File: config.mk
export PLATFORM = sky130hd
export DESIGN_NAME = snn_input_ctrl_flat
export DESIGN_NICKNAME = d
export VERILOG_FILES = /design/src/rtl/snn_input_ctrl_if.sv /design/src/rtl/snn_input_ctrl.sv /design/src/flat_wrapper.sv
export SDC_FILE = /design/constraint.sdc
export NUM_CORES = 1
export LEC_CHECK = 0
export ABC_AREA = 1
export CELL_PAD_IN_SITES_DETAIL_PLACEMENT = 0
export CELL_PAD_IN_SITES_GLOBAL_PLACEMENT = 1
export CORE_MARGIN = 5
export CORE_UTILIZATION = 30
export DETAILED_ROUTE_END_ITERATION = 8
export PLACE_DENSITY = 0.8
export SLEW_MARGIN = 20
export SYNTH_ARGS = -nofsm -noshare
export SYNTH_HDL_FRONTEND = slang
export SYNTH_SLANG_ARGS = --single-unit
File: constraint.sdc
create_clock -name clk -period 1.8 [get_ports clk]
set_input_delay 0.45 -clock clk [delete_from_list [all_inputs] [get_ports clk]]
set_output_delay 0.45 -clock clk [all_outputs]
set_load 0.02 [all_outputs]
File: src/rtl/snn_input_ctrl_if.sv
// Bundles the UART, input-RAM, SNN-core and transmit-side signals of the inference sequencer.
// The master modport is the controller's view; slave is the surrounding system's view.
interface snn_input_ctrl_if #(
  parameter int ADDR_W = 10
);
  logic              rx_rdy;
  logic [7:0]        rx_data;
  logic              clr_rx_rdy;
  logic              ram_we;
  logic [ADDR_W-1:0] ram_addr;
  logic              ram_data;
  logic [ADDR_W-1:0] core_addr;
  logic              core_start;
  logic              core_done;
  logic [3:0]        core_digit;
  logic              tx_busy;
  logic              tx_start;
  logic [7:0]        tx_data;
  logic [3:0]        result;
  logic              result_vld;
  logic              busy;

  modport master (
    input  rx_rdy, rx_data, core_addr, core_done, core_digit, tx_busy,
    output clr_rx_rdy, ram_we, ram_addr, ram_data, core_start,
           tx_start, tx_data, result, result_vld, busy
  );

  modport slave (
    output rx_rdy, rx_data, core_addr, core_done, core_digit, tx_busy,
    input  clr_rx_rdy, ram_we, ram_addr, ram_data, core_start,
           tx_start, tx_data, result, result_vld, busy
  );
endinterface

File: src/rtl/snn_input_ctrl.sv
// Sequences one SNN inference: loads a packed binary image into the input RAM one pixel per
// cycle (rx_rdy to first write 1 cycle), runs the core, then reports the digit, waiting on tx_busy.
module snn_input_ctrl #(
  parameter int NUM_PIXELS = 784,
  parameter int ADDR_W     = 10
) (
  input logic              clk,
  input logic              rst,
  snn_input_ctrl_if.master bus
);
  localparam int NUM_BYTES = NUM_PIXELS / 8;
  localparam int BC_W      = ADDR_W - 3;
  localparam logic [BC_W-1:0] LAST_BYTE = BC_W'(NUM_BYTES - 1);

  typedef enum logic [2:0] {
    WAIT_BYTE = 3'd0,
    UNPACK    = 3'd1,
    START     = 3'd2,
    RUN       = 3'd3,
    WAIT_TX   = 3'd4,
    REPORT    = 3'd5
  } state_t;

  state_t          state_q, state_d;
  logic [BC_W-1:0] byte_cnt_q, byte_cnt_d;
  logic [2:0]      bit_cnt_q, bit_cnt_d;
  logic [7:0]      sreg_q, sreg_d;
  logic [3:0]      result_q, result_d;
  logic [7:0]      tx_data_q, tx_data_d;
  logic            clr_rx_rdy_q, clr_rx_rdy_d;
  logic            core_start_q, core_start_d;
  logic            tx_start_q, tx_start_d;
  logic            result_vld_q, result_vld_d;
  logic            busy_q, busy_d;

  always_comb begin
    state_d    = state_q;
    byte_cnt_d = byte_cnt_q;
    bit_cnt_d  = bit_cnt_q;
    sreg_d     = sreg_q;
    result_d   = result_q;

    case (state_q)
      WAIT_BYTE: begin
        if (bus.rx_rdy) begin
          sreg_d    = bus.rx_data;
          bit_cnt_d = 3'd0;
          state_d   = UNPACK;
        end
      end
      UNPACK: begin
        // Shifting right keeps the current pixel in sreg_q[0], so ram_data comes straight off a flop.
        sreg_d    = {1'b0, sreg_q[7:1]};
        bit_cnt_d = bit_cnt_q + 3'd1;
        if (bit_cnt_q == 3'd7) begin
          if (byte_cnt_q == LAST_BYTE) begin
            byte_cnt_d = '0;
            state_d    = START;
          end else begin
            byte_cnt_d = byte_cnt_q + BC_W'(1);
            state_d    = WAIT_BYTE;
          end
        end
      end
      START: begin
        state_d = RUN;
      end
      RUN: begin
        if (bus.core_done) begin
          result_d = bus.core_digit;
          state_d  = bus.tx_busy ? WAIT_TX : REPORT;
        end
      end
      WAIT_TX: begin
        if (!bus.tx_busy) begin
          state_d = REPORT;
        end
      end
      REPORT: begin
        state_d = WAIT_BYTE;
      end
      default: begin
        state_d = WAIT_BYTE;
      end
    endcase

    // Pulse outputs are decoded from the next state so they line up with the state they belong to.
    clr_rx_rdy_d = (state_q == WAIT_BYTE) && bus.rx_rdy;
    core_start_d = (state_d == START);
    tx_start_d   = (state_d == REPORT);
    result_vld_d = (state_d == REPORT);
    tx_data_d    = {4'h0, result_d};
    busy_d       = (state_d != WAIT_BYTE);
  end

  always_ff @(posedge clk) begin
    if (rst) begin
      state_q      <= WAIT_BYTE;
      byte_cnt_q   <= '0;
      bit_cnt_q    <= 3'd0;
      sreg_q       <= 8'h00;
      result_q     <= 4'h0;
      tx_data_q    <= 8'h00;
      clr_rx_rdy_q <= 1'b0;
      core_start_q <= 1'b0;
      tx_start_q   <= 1'b0;
      result_vld_q <= 1'b0;
      busy_q       <= 1'b0;
    end else begin
      state_q      <= state_d;
      byte_cnt_q   <= byte_cnt_d;
      bit_cnt_q    <= bit_cnt_d;
      sreg_q       <= sreg_d;
      result_q     <= result_d;
      tx_data_q    <= tx_data_d;
      clr_rx_rdy_q <= clr_rx_rdy_d;
      core_start_q <= core_start_d;
      tx_start_q   <= tx_start_d;
      result_vld_q <= result_vld_d;
      busy_q       <= busy_d;
    end
  end

  // The core owns the RAM address port only while it runs; otherwise it is the loader's.
  assign bus.ram_addr   = (state_q == RUN) ? bus.core_addr : {byte_cnt_q, bit_cnt_q};
  assign bus.ram_we     = (state_q == UNPACK);
  assign bus.ram_data   = sreg_q[0];

  assign bus.clr_rx_rdy = clr_rx_rdy_q;
  assign bus.core_start = core_start_q;
  assign bus.tx_start   = tx_start_q;
  assign bus.tx_data    = tx_data_q;
  assign bus.result     = result_q;
  assign bus.result_vld = result_vld_q;
  assign bus.busy       = busy_q;
endmodule

File: src/flat_wrapper.sv
// flat-port wrapper written by rule: the top's interface ports become plain ports
module snn_input_ctrl_flat 
#(
  parameter int NUM_PIXELS = 784,
  parameter int ADDR_W     = 10
)
  (clk, rst, bus_rx_rdy, bus_rx_data, bus_core_addr, bus_core_done, bus_core_digit, bus_tx_busy, bus_clr_rx_rdy, bus_ram_we, bus_ram_addr, bus_ram_data, bus_core_start, bus_tx_start, bus_tx_data, bus_result, bus_result_vld, bus_busy);
  snn_input_ctrl_if #(.ADDR_W(ADDR_W)) bus_i ();
  input logic clk;
  input logic rst;
  input wire logic [$bits(bus_i.rx_rdy)-1:0] bus_rx_rdy;
  input wire logic [$bits(bus_i.rx_data)-1:0] bus_rx_data;
  input wire logic [$bits(bus_i.core_addr)-1:0] bus_core_addr;
  input wire logic [$bits(bus_i.core_done)-1:0] bus_core_done;
  input wire logic [$bits(bus_i.core_digit)-1:0] bus_core_digit;
  input wire logic [$bits(bus_i.tx_busy)-1:0] bus_tx_busy;
  output wire logic [$bits(bus_i.clr_rx_rdy)-1:0] bus_clr_rx_rdy;
  output wire logic [$bits(bus_i.ram_we)-1:0] bus_ram_we;
  output wire logic [$bits(bus_i.ram_addr)-1:0] bus_ram_addr;
  output wire logic [$bits(bus_i.ram_data)-1:0] bus_ram_data;
  output wire logic [$bits(bus_i.core_start)-1:0] bus_core_start;
  output wire logic [$bits(bus_i.tx_start)-1:0] bus_tx_start;
  output wire logic [$bits(bus_i.tx_data)-1:0] bus_tx_data;
  output wire logic [$bits(bus_i.result)-1:0] bus_result;
  output wire logic [$bits(bus_i.result_vld)-1:0] bus_result_vld;
  output wire logic [$bits(bus_i.busy)-1:0] bus_busy;
  assign bus_i.rx_rdy = bus_rx_rdy;
  assign bus_i.rx_data = bus_rx_data;
  assign bus_i.core_addr = bus_core_addr;
  assign bus_i.core_done = bus_core_done;
  assign bus_i.core_digit = bus_core_digit;
  assign bus_i.tx_busy = bus_tx_busy;
  assign bus_clr_rx_rdy = bus_i.clr_rx_rdy;
  assign bus_ram_we = bus_i.ram_we;
  assign bus_ram_addr = bus_i.ram_addr;
  assign bus_ram_data = bus_i.ram_data;
  assign bus_core_start = bus_i.core_start;
  assign bus_tx_start = bus_i.tx_start;
  assign bus_tx_data = bus_i.tx_data;
  assign bus_result = bus_i.result;
  assign bus_result_vld = bus_i.result_vld;
  assign bus_busy = bus_i.busy;
  snn_input_ctrl #(.NUM_PIXELS(NUM_PIXELS), .ADDR_W(ADDR_W)) u_core (.clk(clk), .rst(rst), .bus(bus_i));
endmodule
After elaboration in Yosys (flattened, before gate mapping)
Index checks and enable logic that the tools add are counted.
- memories kept: 0
- bits in read-only memories: 0
- logic and storage cells: 42
- RAM bits: 0
- latch bits: 0
- flip-flop bits (word level): 33
- $mul: 0
- magnitude comparators: 0
- mux-type cells: 15
- shifts and indexed selects: 0
- add/sub/neg operators: 2
- bitwise operators: 0
- reductions and logical operators: 6
- div/mod/pow operators: 0
- equal/unequal tests: 9
- operator list (cell ; count):
    $pmux W8 S2 ; 1
    $mux W3 ; 5
    $pmux W3 S5 ; 1
    $mux W10 ; 1
    $eq A3 B2 Y1 const B ; 3
    $eq A3 B3 Y1 const B ; 3
    $mux W4 ; 2
    $mux W8 ; 1
    $add A7 B1 Y7 const B ; 1
    $eq A7 B7 Y1 const B ; 1
    $mux W7 ; 1
    $pmux W3 S2 ; 1
    $reduce_and A2 Y1 ; 2
    $add A3 B1 Y3 const B ; 1
    $eq A3 B1 Y1 const B ; 1
    $logic_not A3 Y1 ; 1
    $reduce_bool A3 Y1 ; 1
    $mux W2 ; 1
    $ne A2 B2 Y1 const B ; 1
    $reduce_bool A2 Y1 ; 1
    $logic_and A1 B1 Y1 ; 1
    $mux W1 ; 1

Longest topological paths before layout
- depth in word-level cells: 5
- gate-level depth with buffers: 9
- gate-level depth less buffers: 8

Worst setup path before layout
Ideal clock, no wire load.
- path type: flip-flop to output port
- from: register u_core.state_q[0]
- to: output port bus_ram_addr[3]
- arrival: 1231 ps
- buffers on the path: 1
- stages on the path, launching flop included: 6
- required time: 1350 ps
- path slack: 119 ps
- cells stage by stage: dfxtp_1 -> inv_1 -> nor2_2 -> nand2_1 -> buf_2 -> a21oi_1
- word-level cells in the longest chain between the ends: 2
- RTL lines (element ; RTL line ; text):
    start: declaration ; snn_input_ctrl.sv:24 ; state_t state_q, state_d;
    start signal: assignment ; snn_input_ctrl.sv:110 ; state_q <= state_d;
    $eq A3 B2 Y1 ; snn_input_ctrl.sv:125 ; assign bus.ram_addr = (state_q == RUN) ? bus.core_addr : {byte_cnt_q, bit_cnt_q};
    $mux W10 ; snn_input_ctrl.sv:125 ;
    end: declaration ; flat_wrapper.sv:19 ; output wire logic [$bits(bus_i.ram_addr)-1:0] bus_ram_addr;
No other way between the ends.

Worst setup path in the final report
- from: register u_core.state_q[0]
- to: output port bus_ram_addr[1]
The elaborated chain is that of the path after synthesis.

==> metrics.csv <==
stage,metric,value,unit
status,status,"complete, but fails checks",
status,violations,negative setup slack,
placed_design,placed_cells,334,
global_routing,grt_pass1_vias,1375,
final_layout,fin_util,0.517,
critical_path,crit_path_start_kind,flip-flop,
placed_design,routabilityCongestion,0.775,
die,fp-row-count,25,
die,io-pin-count,56,
die,die_width,80.8,um
timing,skew,0.00371,ns
timing,fmax,0.507,GHz
placed_design,io_buffers,51,
die,coreArea,4790,um2
logic_synthesis,syn-cell-area,1500,um2
final_layout,layout.cells.non_filler,355,
logic_synthesis,avgSynthCellArea,7.05,um2
die,start_util,0.314,
critical_path,reg2reg_depth,9,
cts,cts_root_buf,clkbuf_8,
global_routing,antenna_found_initial,0,
critical_path,regToRegSetupSlack,0.28,ns
timing,min_period,1.97,ns
route,via_per_inst,4.32,
timing,grt_setup_unrepaired,yes,
hold_path,hold_class,reg2reg,
cts,clock_sinks,29,
hold_path,whs_endpoint,u_core.bus.result[3],
route,first_iter_violations,71,
timing,tns,-0.971,ns
timing,hold_viol_final,0,
global_routing,grt_pass1_wl,5930,um
logic_synthesis,ys_warn_count,0,
logic_synthesis,synth.distinct_cells,22,
logic_synthesis,yosys.area.top_type,dfxtp_1,
critical_path,required,1.35,ns
critical_path,crit_type,reg2out,
timing,whs,0.455,ns
cts,clk_pin_slew,0.06,ns
final_layout,multi_input_area,820,um2
logic_synthesis,async_flop_share,0,
route,dr_total_vias,1532,
critical_path,cp-end-kind,output port,
cts,clk_latency,0.28,ns
logic_synthesis,ys_seq_area_frac,0.386,
run,cap_violations,0,
timing,setup_slack,-0.171,ns
route,drc,0,
final_layout,syn_to_final_growth,64.6,%
logic_synthesis,synth_top_area_frac,0.386,
logic_synthesis,ys_seq_elements,29,
final_layout,nets,318,
timing,layout_worst_path_cycle_share,1.09,
global_routing,grt_overflow_total,0,
cts,cts-hold-fix-buffers,0,
timing,setup_violations,10,
logic_synthesis,synth_ff_type,dfxtp_1,
timing,slew_violations,0,
cts,h-tree-depth,2,
cts,cts_buffers,5,
power_and_ir_drop,peakVddDrop,0.431,mV
cts,clockBufferDepth,2,
critical_path,cp.arrival,1.52,ns
final_layout,antenna_cells,0,
logic_synthesis,synth-edff-count,0,
route,drt_wl_total,4010,um
route,first_pass_iters,6,
route,wire_per_inst,11.3,um
logic_synthesis,synth_most_common_cell,nand2_1,
power_and_ir_drop,p_per_area,609,nW/um2
hold_path,hold_path_depth,2,
critical_path,worstPathMaxFanout,6,
logic_synthesis,synth_common_cells,"nand2_1, dfxtp_1, inv_1",
placed_design,place_hpwl,2800,um
die,dieArea,6520,um2
critical_path,timing.rr.start,u_core.state_q[1],
final_layout,fillers,485,
logic_synthesis,synth_cells,213,
critical_path,worstReg2RegEnd,u_core.byte_cnt_q[5],
global_routing,grt_use_total,0.120,
cts,cts_tree,built,
hold_path,worstHoldStart,u_core.bus.result[3],
final_layout,register_area,583,um2
route,ant_nets,0,
die,die-height,80.8,um
final_layout,drive_gt1_frac,0.267,
global_routing,grt_max_degree,17,
logic_synthesis,ys_top_cells_by_area,"dfxtp_1, nand2_1, a21oi_1, o21ai_0, inv_1",
power_and_ir_drop,power_leakage,1.05,nW
[routing by layer]
metal / vias to the layer above / GRT usage / routed length, um
met5: - / 0 / 0
met4: 0 / 0.0456 / 40
met3: 5 / 0.0532 / 238
met2: 49 / 0.195 / 2010
met1: 665 / 0.140 / 1730
li1: 813 / - / -
[registers in the layout, indices dropped and copies added (netlist names)]
signal                 flops
u_core.sreg_q              8
u_core.bit_cnt_q           3
u_core.bus.busy            1
u_core.bus.result          4
u_core.byte_cnt_q          7
u_core.bus.tx_start        1
u_core.bus.core_start      1
u_core.state_q             3
u_core.bus.clr_rx_rdy      1
[placed cells by master (no fill, tap or decap), drive strengths merged]
master / instances
clkdlybuf4s50: 40
nand2: 40
buf: 37
inv: 32
dfxtp: 29
a21oi: 28
nor2: 24
o21ai: 23
clkbuf: 9
nand3: 8
ha: 4
conb: 4
mux2: 3
xor2: 2
nand3b: 2
nand4: 2
clkinv: 1
[worst max-delay path, stage by stage, from the launching register on]
cell     delay [ns]
dfxtp_2        0.33
inv_2          0.05
nor2_4         0.12
nand2_4        0.06
buf_12         0.13
buf_8          0.12
mux2_4         0.29
buf_6          0.13
[worst max path at each step]
stage,slack [ns],end,start,depth (start not counted)
6_report,-0.17,bus_ram_addr[1],u_core.state_q[0],7
5_1_grt,-0.23,bus_ram_addr[1],u_core.state_q[0],7
4_1_cts,-0.20,bus_ram_addr[0],u_core.state_q[0],7
3_5_place_dp,-0.33,bus_ram_addr[7],bus_core_addr[7],4
3_3_place_gp,-0.32,bus_ram_addr[7],bus_core_addr[7],4
2_1_floorplan,0.12,bus_ram_addr[3],u_core.state_q[0],5
[report_power, final]
part	total, mW	internal [mW]	switching (mW)
clock	0.592	0.345	0.247
combinational	0.233	0.121	0.112
sequential	0.682	0.669	0.0132
[what timing repair did]
action,in CTS,in global routing
gates resized for setup,44,51
endpoints found under the hold margin,0,0
setup endpoints to repair,11,11
setup buffers,2,10
cloned,0,1
pin swaps,0,6
[final cells by class]
cell class,count,share of cell area
Inverter,32,0.0486
Clock buffer,7,0.0389
Sequential cell,29,0.236
Multi-Input combinational cell,140,0.331
Tap cell,67,0.0339
Timing Repair Buffer,79,0.310
Clock inverter,1,0.00202
[per-stage QoR]
step | power, mW | cell area, um2 | worst slack [ns]
final | 1.51 | 2470 | -0.171
after global routing | 1.58 | 2470 | -0.232
after CTS | 1.51 | 2210 | -0.195
after detailed placement | 0.909 | 2130 | -0.335
after global placement | 0.908 | 2130 | -0.325
after floorplan | 0.809 | 1510 | 0.119
[logic make-up (layout without fill, tap and decap cells)]
group                    after synthesis  count (layout)  synth area share
AO/OA/AOI/OAI                         51              51             0.170
other                                  1               4           0.00250
flip-flops                            29              29             0.386
XOR/XNOR                               2               2            0.0117
buffers and inverters                 47             119             0.151
adder cells (fa/ha/maj)                4               4            0.0333
multiplexers                           3               3            0.0225
AND/OR/NAND/NOR                       76              76             0.223
(Power assumes the default switching activity.)
==> variant 1, RTL diff (same settings) <==
The 6 states of `state_t` get a Gray code encoding in 3 bits.
--- a/src/rtl/snn_input_ctrl.sv
+++ b/src/rtl/snn_input_ctrl.sv
@@ -14,10 +14,10 @@
 
   typedef enum logic [2:0] {
-    WAIT_BYTE = 3'd0,
-    UNPACK    = 3'd1,
-    START     = 3'd2,
-    RUN       = 3'd3,
-    WAIT_TX   = 3'd4,
-    REPORT    = 3'd5
+    WAIT_BYTE = 3'b000,
+    UNPACK    = 3'b001,
+    START     = 3'b011,
+    RUN       = 3'b010,
+    WAIT_TX   = 3'b110,
+    REPORT    = 3'b111
   } state_t;
 
Formal check against the unedited RTL: no difference found for any inputs over 10 cycles, from zero or initial values and one cycle with rst high; not proved beyond that.
==> variant 1 against the unedited design <==
- sequential cell count unchanged
- critical path depth fell by 2
- setup slack gained 0.25 ns
- non-clock buffer count down 8
- clock skew is 0.0019 ns lower
- die area stayed put
- sequential share of layout area rose by 2.5 points
- area after synthesis stayed put
- via count about the same
- cell area down 9.7%
- wire length fell by 4.8%
- hold slack better by 0.011 ns
- power decreased by 2.8%
- largest cell class unchanged
- highest routed layer unchanged
==> variant 1: results (changes against the unedited design) <==
qor: final_layout.final_layout_size_suffix_gt1_share 18.2% [-8.5 points]
qor: global_routing.global_route_wire_length_before_repair 6.04 mm [+1.9%]
qor: critical_path.worstReg2RegEnd u_core.byte_cnt_q[2]
qor: hold_path.holdPathEnd u_core.sreg_q[5]
qor: placed_design.dp_cells 348 [+4.2%]
qor: yosys.synth-xor-area-share 0% [-1.2 points]
qor: yosys.netlist_top_cells_area sky130_fd_sc_hd__dfxtp_1 (39%), sky130_fd_sc_hd__nor2_1 (11%), sky130_fd_sc_hd__nand2_1 (11%), sky130_fd_sc_hd__o21ai_0 (7.7%), sky130_fd_sc_hd__a21oi_1 (5.0%)
qor: placed_design.postPlaceCellArea 2140 sq um [+0.76%]
qor: critical_path.reg2reg_slack 0.19 ns [-0.09 ns]
qor: critical_path.critical_path_arrival 1.27 ns [-0.25 ns]
qor: placed_design.placement_stage_worst_setup_slack -0.309 ns [+0.0260 ns]
qor: yosys.synth.mux.area_fraction 0% [-2.2 points]
qor: hold_path.hold_start u_core.sreg_q[5]
qor: pwr.worst_ir_drop_vdd 0.000437 V [+1.3%]
qor: drt.detailedRoute.firstPassIterationCount 4 [-2]
qor: global_routing.grt_total_usage 11.8% [-0.21 points]
qor: sta.final_critical_path_setup_slack 0.0759 ns [+0.247 ns]
qor: drt.wl_met3 251 um [+5.5%]
qor: critical_path.setup.worst_path.end bus_ram_we
qor: outcome.outcome finished clean
qor: global_routing.vias_in_the_first_global_route 1381 [+0.44%]
qor: critical_path.critical_path.startpoint u_core.state_q[1]
qor: critical_path.crit-reg2reg-launch u_core.bit_cnt_q[0]
qor: yosys.synth_compound_area_share 12.7% [-4.3 points]
qor: yosys.syn_inst 223 [+4.7%]
qor: pwr.leakage 0.997 nW [-5.5%]
qor: final_layout.instances_no_fill 358 [+0.85%]
qor: drt.via_count 1531 [-0.065%]
qor: yosys.netlist_top_cells_count sky130_fd_sc_hd__nor2_1 (46), sky130_fd_sc_hd__nand2_1 (44), sky130_fd_sc_hd__dfxtp_1 (29), sky130_fd_sc_hd__o21ai_0 (23), sky130_fd_sc_hd__inv_1 (19)
qor: drt.drt_iter0_markers 69 [-2.8%]
qor: final_layout.nets 321 [+0.94%]
qor: global_routing.grt_util_met1 15.7% [+1.7 points]
qor: drt.routed-wl-met2 1.65 mm [-18%]
qor: placed_design.gp_congestion 0.828 [+6.8%]
qor: sta.timing.clock.skew 0.00177 ns [-0.00194 ns]
qor: yosys.post_synth_fa_ha_maj_area_fraction 3.33% [unchanged]
qor: critical_path.reg2reg_depth 7 [-2]
[variant 1: cell types whose count changed in the layout (fill, tap and decap cells not counted), moves of 4 or more]
cell | before | now
sky130_fd_sc_hd__inv_1 | 28 | 18
sky130_fd_sc_hd__buf_4 | 25 | 21
sky130_fd_sc_hd__a21oi_2 | 4 | 0
sky130_fd_sc_hd__nand3_1 | 5 | 11
sky130_fd_sc_hd__a21oi_1 | 21 | 15
sky130_fd_sc_hd__buf_6 | 10 | 1
sky130_fd_sc_hd__nor2_4 | 8 | 2
sky130_fd_sc_hd__nand2_1 | 39 | 44
sky130_fd_sc_hd__buf_2 | 0 | 7
sky130_fd_sc_hd__nor2_1 | 14 | 46
[variant 1: power by group]
part           switching [mW]  internal (mW)  leakage, nW
clock network           0.238          0.345       0.0542
registers              0.0139          0.666        0.237
logic                  0.0988          0.102        0.705
[variant 1: timing repair]
item | CTS | global route
buffers inserted | 0 | 1
cloned | 1 | 0
gates resized for setup | 51 | 11
setup endpoints to repair | 11 | 11
pin swaps | 0 | 1
[variant 1: area by class of cell]
cell class / count / area [sq um]
Timing Repair Buffer: 71 / 618
Sequential cell: 29 / 583
Timing Repair inverter: 1 / 6.26
Tap cell: 67 / 83.8
Fill cell: 521 / 2550
Inverter: 22 / 87.6
Clock inverter: 1 / 5.00
Multi-Input combinational cell: 160 / 753
Clock buffer: 7 / 96.3
[variant 1: worst register-to-register path, cell delays in order, from the launching register on]
cell,delay (ns)
sky130_fd_sc_hd__dfxtp_1,0.39
sky130_fd_sc_hd__ha_1,0.17
sky130_fd_sc_hd__ha_1,0.19
sky130_fd_sc_hd__nand3_2,0.19
sky130_fd_sc_hd__inv_2,0.17
sky130_fd_sc_hd__nand2_1,0.13
sky130_fd_sc_hd__nand2_1,0.19
sky130_fd_sc_hd__nor2_1,0.07
==> variant 2, RTL diff (same flow settings) <==
Made on the original files. `ADDR_W` is set to 10 in 3 places; all go to 8.
--- a/src/rtl/snn_input_ctrl_if.sv
+++ b/src/rtl/snn_input_ctrl_if.sv
@@ -2,5 +2,5 @@
 // The master modport is the controller's view; slave is the surrounding system's view.
 interface snn_input_ctrl_if #(
-  parameter int ADDR_W = 10
+  parameter int ADDR_W = 8
 );
   logic              rx_rdy;
--- a/src/rtl/snn_input_ctrl.sv
+++ b/src/rtl/snn_input_ctrl.sv
@@ -3,5 +3,5 @@
 module snn_input_ctrl #(
   parameter int NUM_PIXELS = 784,
-  parameter int ADDR_W     = 10
+  parameter int ADDR_W     = 8
 ) (
   input logic              clk,
--- a/src/flat_wrapper.sv
+++ b/src/flat_wrapper.sv
@@ -3,5 +3,5 @@
 #(
   parameter int NUM_PIXELS = 784,
-  parameter int ADDR_W     = 10
+  parameter int ADDR_W     = 8
 )
   (clk, rst, bus_rx_rdy, bus_rx_data, bus_core_addr, bus_core_done, bus_core_digit, bus_tx_busy, bus_clr_rx_rdy, bus_ram_we, bus_ram_addr, bus_ram_data, bus_core_start, bus_tx_start, bus_tx_data, bus_result, bus_result_vld, bus_busy);
Interface: changed (resized bus_core_addr and bus_ram_addr); port bits go from 56 to 52. No check against the original RTL was run, so the function may have changed too.
==> variant 2 against the unedited design <==
- power shrank 21%
- area after synthesis fell by 8.0%
- wire length fell by 24%
- setup slack improved by 0.24 ns
- synthesized cell count down 11%
- first-iteration DRC count grew 5.6%
- cell area fell by 21%
- sequential cell count fell by 2
- largest cell class unchanged
- largest power group unchanged
- highest routed layer unchanged
==> variant 2: results (changes against the unedited design) <==
qor: outcome.outcome finished clean
qor: critical_path.timing.critical_path.slowest_cell_delay 0.41 ns [+0.08 ns]
qor: global_routing.vias_in_the_first_global_route 1176 [-14%]
qor: pwr.pwr-share-seq 53.6% [+8.3 points]
qor: drt.detailedRoute.firstPassIterationCount 4 [-2]
qor: drt.drt_iter0_markers 75 [+5.6%]
qor: placed_design.count_of_buffers_from_port_buffering 47 [-7.8%]
qor: global_routing.grt_total_usage 10.2% [-1.9 points]
qor: placed_design.postPlaceCellArea 1920 sq um [-9.8%]
qor: drt.via_count 1272 [-17%]
qor: clock_tree.cts_post_setup_buffers_inserted 0 [-2]
qor: clock_tree.cts-resized-gates 36 [-18%]
qor: clock_tree.cts_inserted_buffers 3 [-2]
qor: critical_path.reg2reg_slack 0.40 ns [+0.12 ns]
qor: global_routing.global_route_wire_length_before_repair 5.16 mm [-13%]
qor: drt.routed-wl-met2 1.45 mm [-28%]
qor: placed_design.gp_congestion 0.719 [-7.3%]
qor: drt.drt-total-wl 3.03 mm [-24%]
qor: placed_design.dpl_wire_length 2.48 mm [-11%]
qor: yosys.syn_inst 189 [-11%]
qor: yosys.netlist_top_cells_area sky130_fd_sc_hd__dfxtp_1 (39%), sky130_fd_sc_hd__nand2_1 (11%), sky130_fd_sc_hd__inv_1 (6.5%), sky130_fd_sc_hd__nor2_1 (6.2%), sky130_fd_sc_hd__a21oi_1 (5.8%)
qor: critical_path.critical_path.startpoint bus_core_addr[2]
qor: hold_path.hold_start u_core.sreg_q[6]
qor: pwr.power.clock.total 0.341 mW [-42%]
qor: critical_path.crit-reg2reg-launch u_core.state_q[2]
qor: drt.wl_met3 218 um [-8.4%]
qor: final_layout.nets 271 [-15%]
qor: final_layout.final_layout_size_suffix_gt1_share 17.4% [-9.3 points]
qor: clock_tree.clock_tree.htree_level_count 1 [-1]
qor: yosys.synth_seq_area_share 39.1% [+0.46 points]
qor: critical_path.crit_path_top_delay_cell sky130_fd_sc_hd__clkdlybuf4s50_1
qor: global_routing.grt_util_met1 12.2% [-1.8 points]
qor: sta.hold_slack 0.465 ns [+0.00988 ns]
qor: yosys.netlist-cell-type-count 27 [+23%]
qor: yosys.netlist_top_cells_count sky130_fd_sc_hd__nand2_1 (41), sky130_fd_sc_hd__dfxtp_1 (27), sky130_fd_sc_hd__inv_1 (24), sky130_fd_sc_hd__nor2_1 (23), sky130_fd_sc_hd__a21oi_1 (16)
qor: final_layout.instances_no_fill 293 [-17%]
qor: critical_path.crit_path_max_fanout 1 [-5]
qor: placed_design.dp_cells 289 [-13%]
variant 2: cells by family after synthesis:
family,Yosys count,synth area share (%)
adder cells (fa/ha/maj),4,3.62
flip-flops,27,39.1
AND/OR/NAND/NOR,86,28.9
multiplexers,3,2.44
other,1,0.271
XOR/XNOR,1,0.634
AO/OA/AOI/OAI,29,11.6
buffers and inverters,38,13.5
variant 2: cell type report:
type | count | area [sq um]
Sequential cell | 27 | 543
Multi-Input combinational cell | 127 | 679
Inverter | 25 | 93.8
Clock buffer | 3 | 41.3
Timing Repair Buffer | 58 | 515
Clock inverter | 1 | 5.00
Fill cell | 467 | 2470
Tap cell | 52 | 65.1
variant 2: through the flow:
step / setup WS [ns] / util, %
after CTS: 0.0170 / 43.9
after global routing: 0.00501 / 44.0
after detailed placement: -0.340 / 43.5
final: 0.0650 / 44.0
after global placement: -0.314 / 43.5
after floorplan: 0.206 / -
variant 2: critical path, delay by kind of cell:
family	cells	cell delay, ns
buf+inv	2	0.57
mux	1	0.26
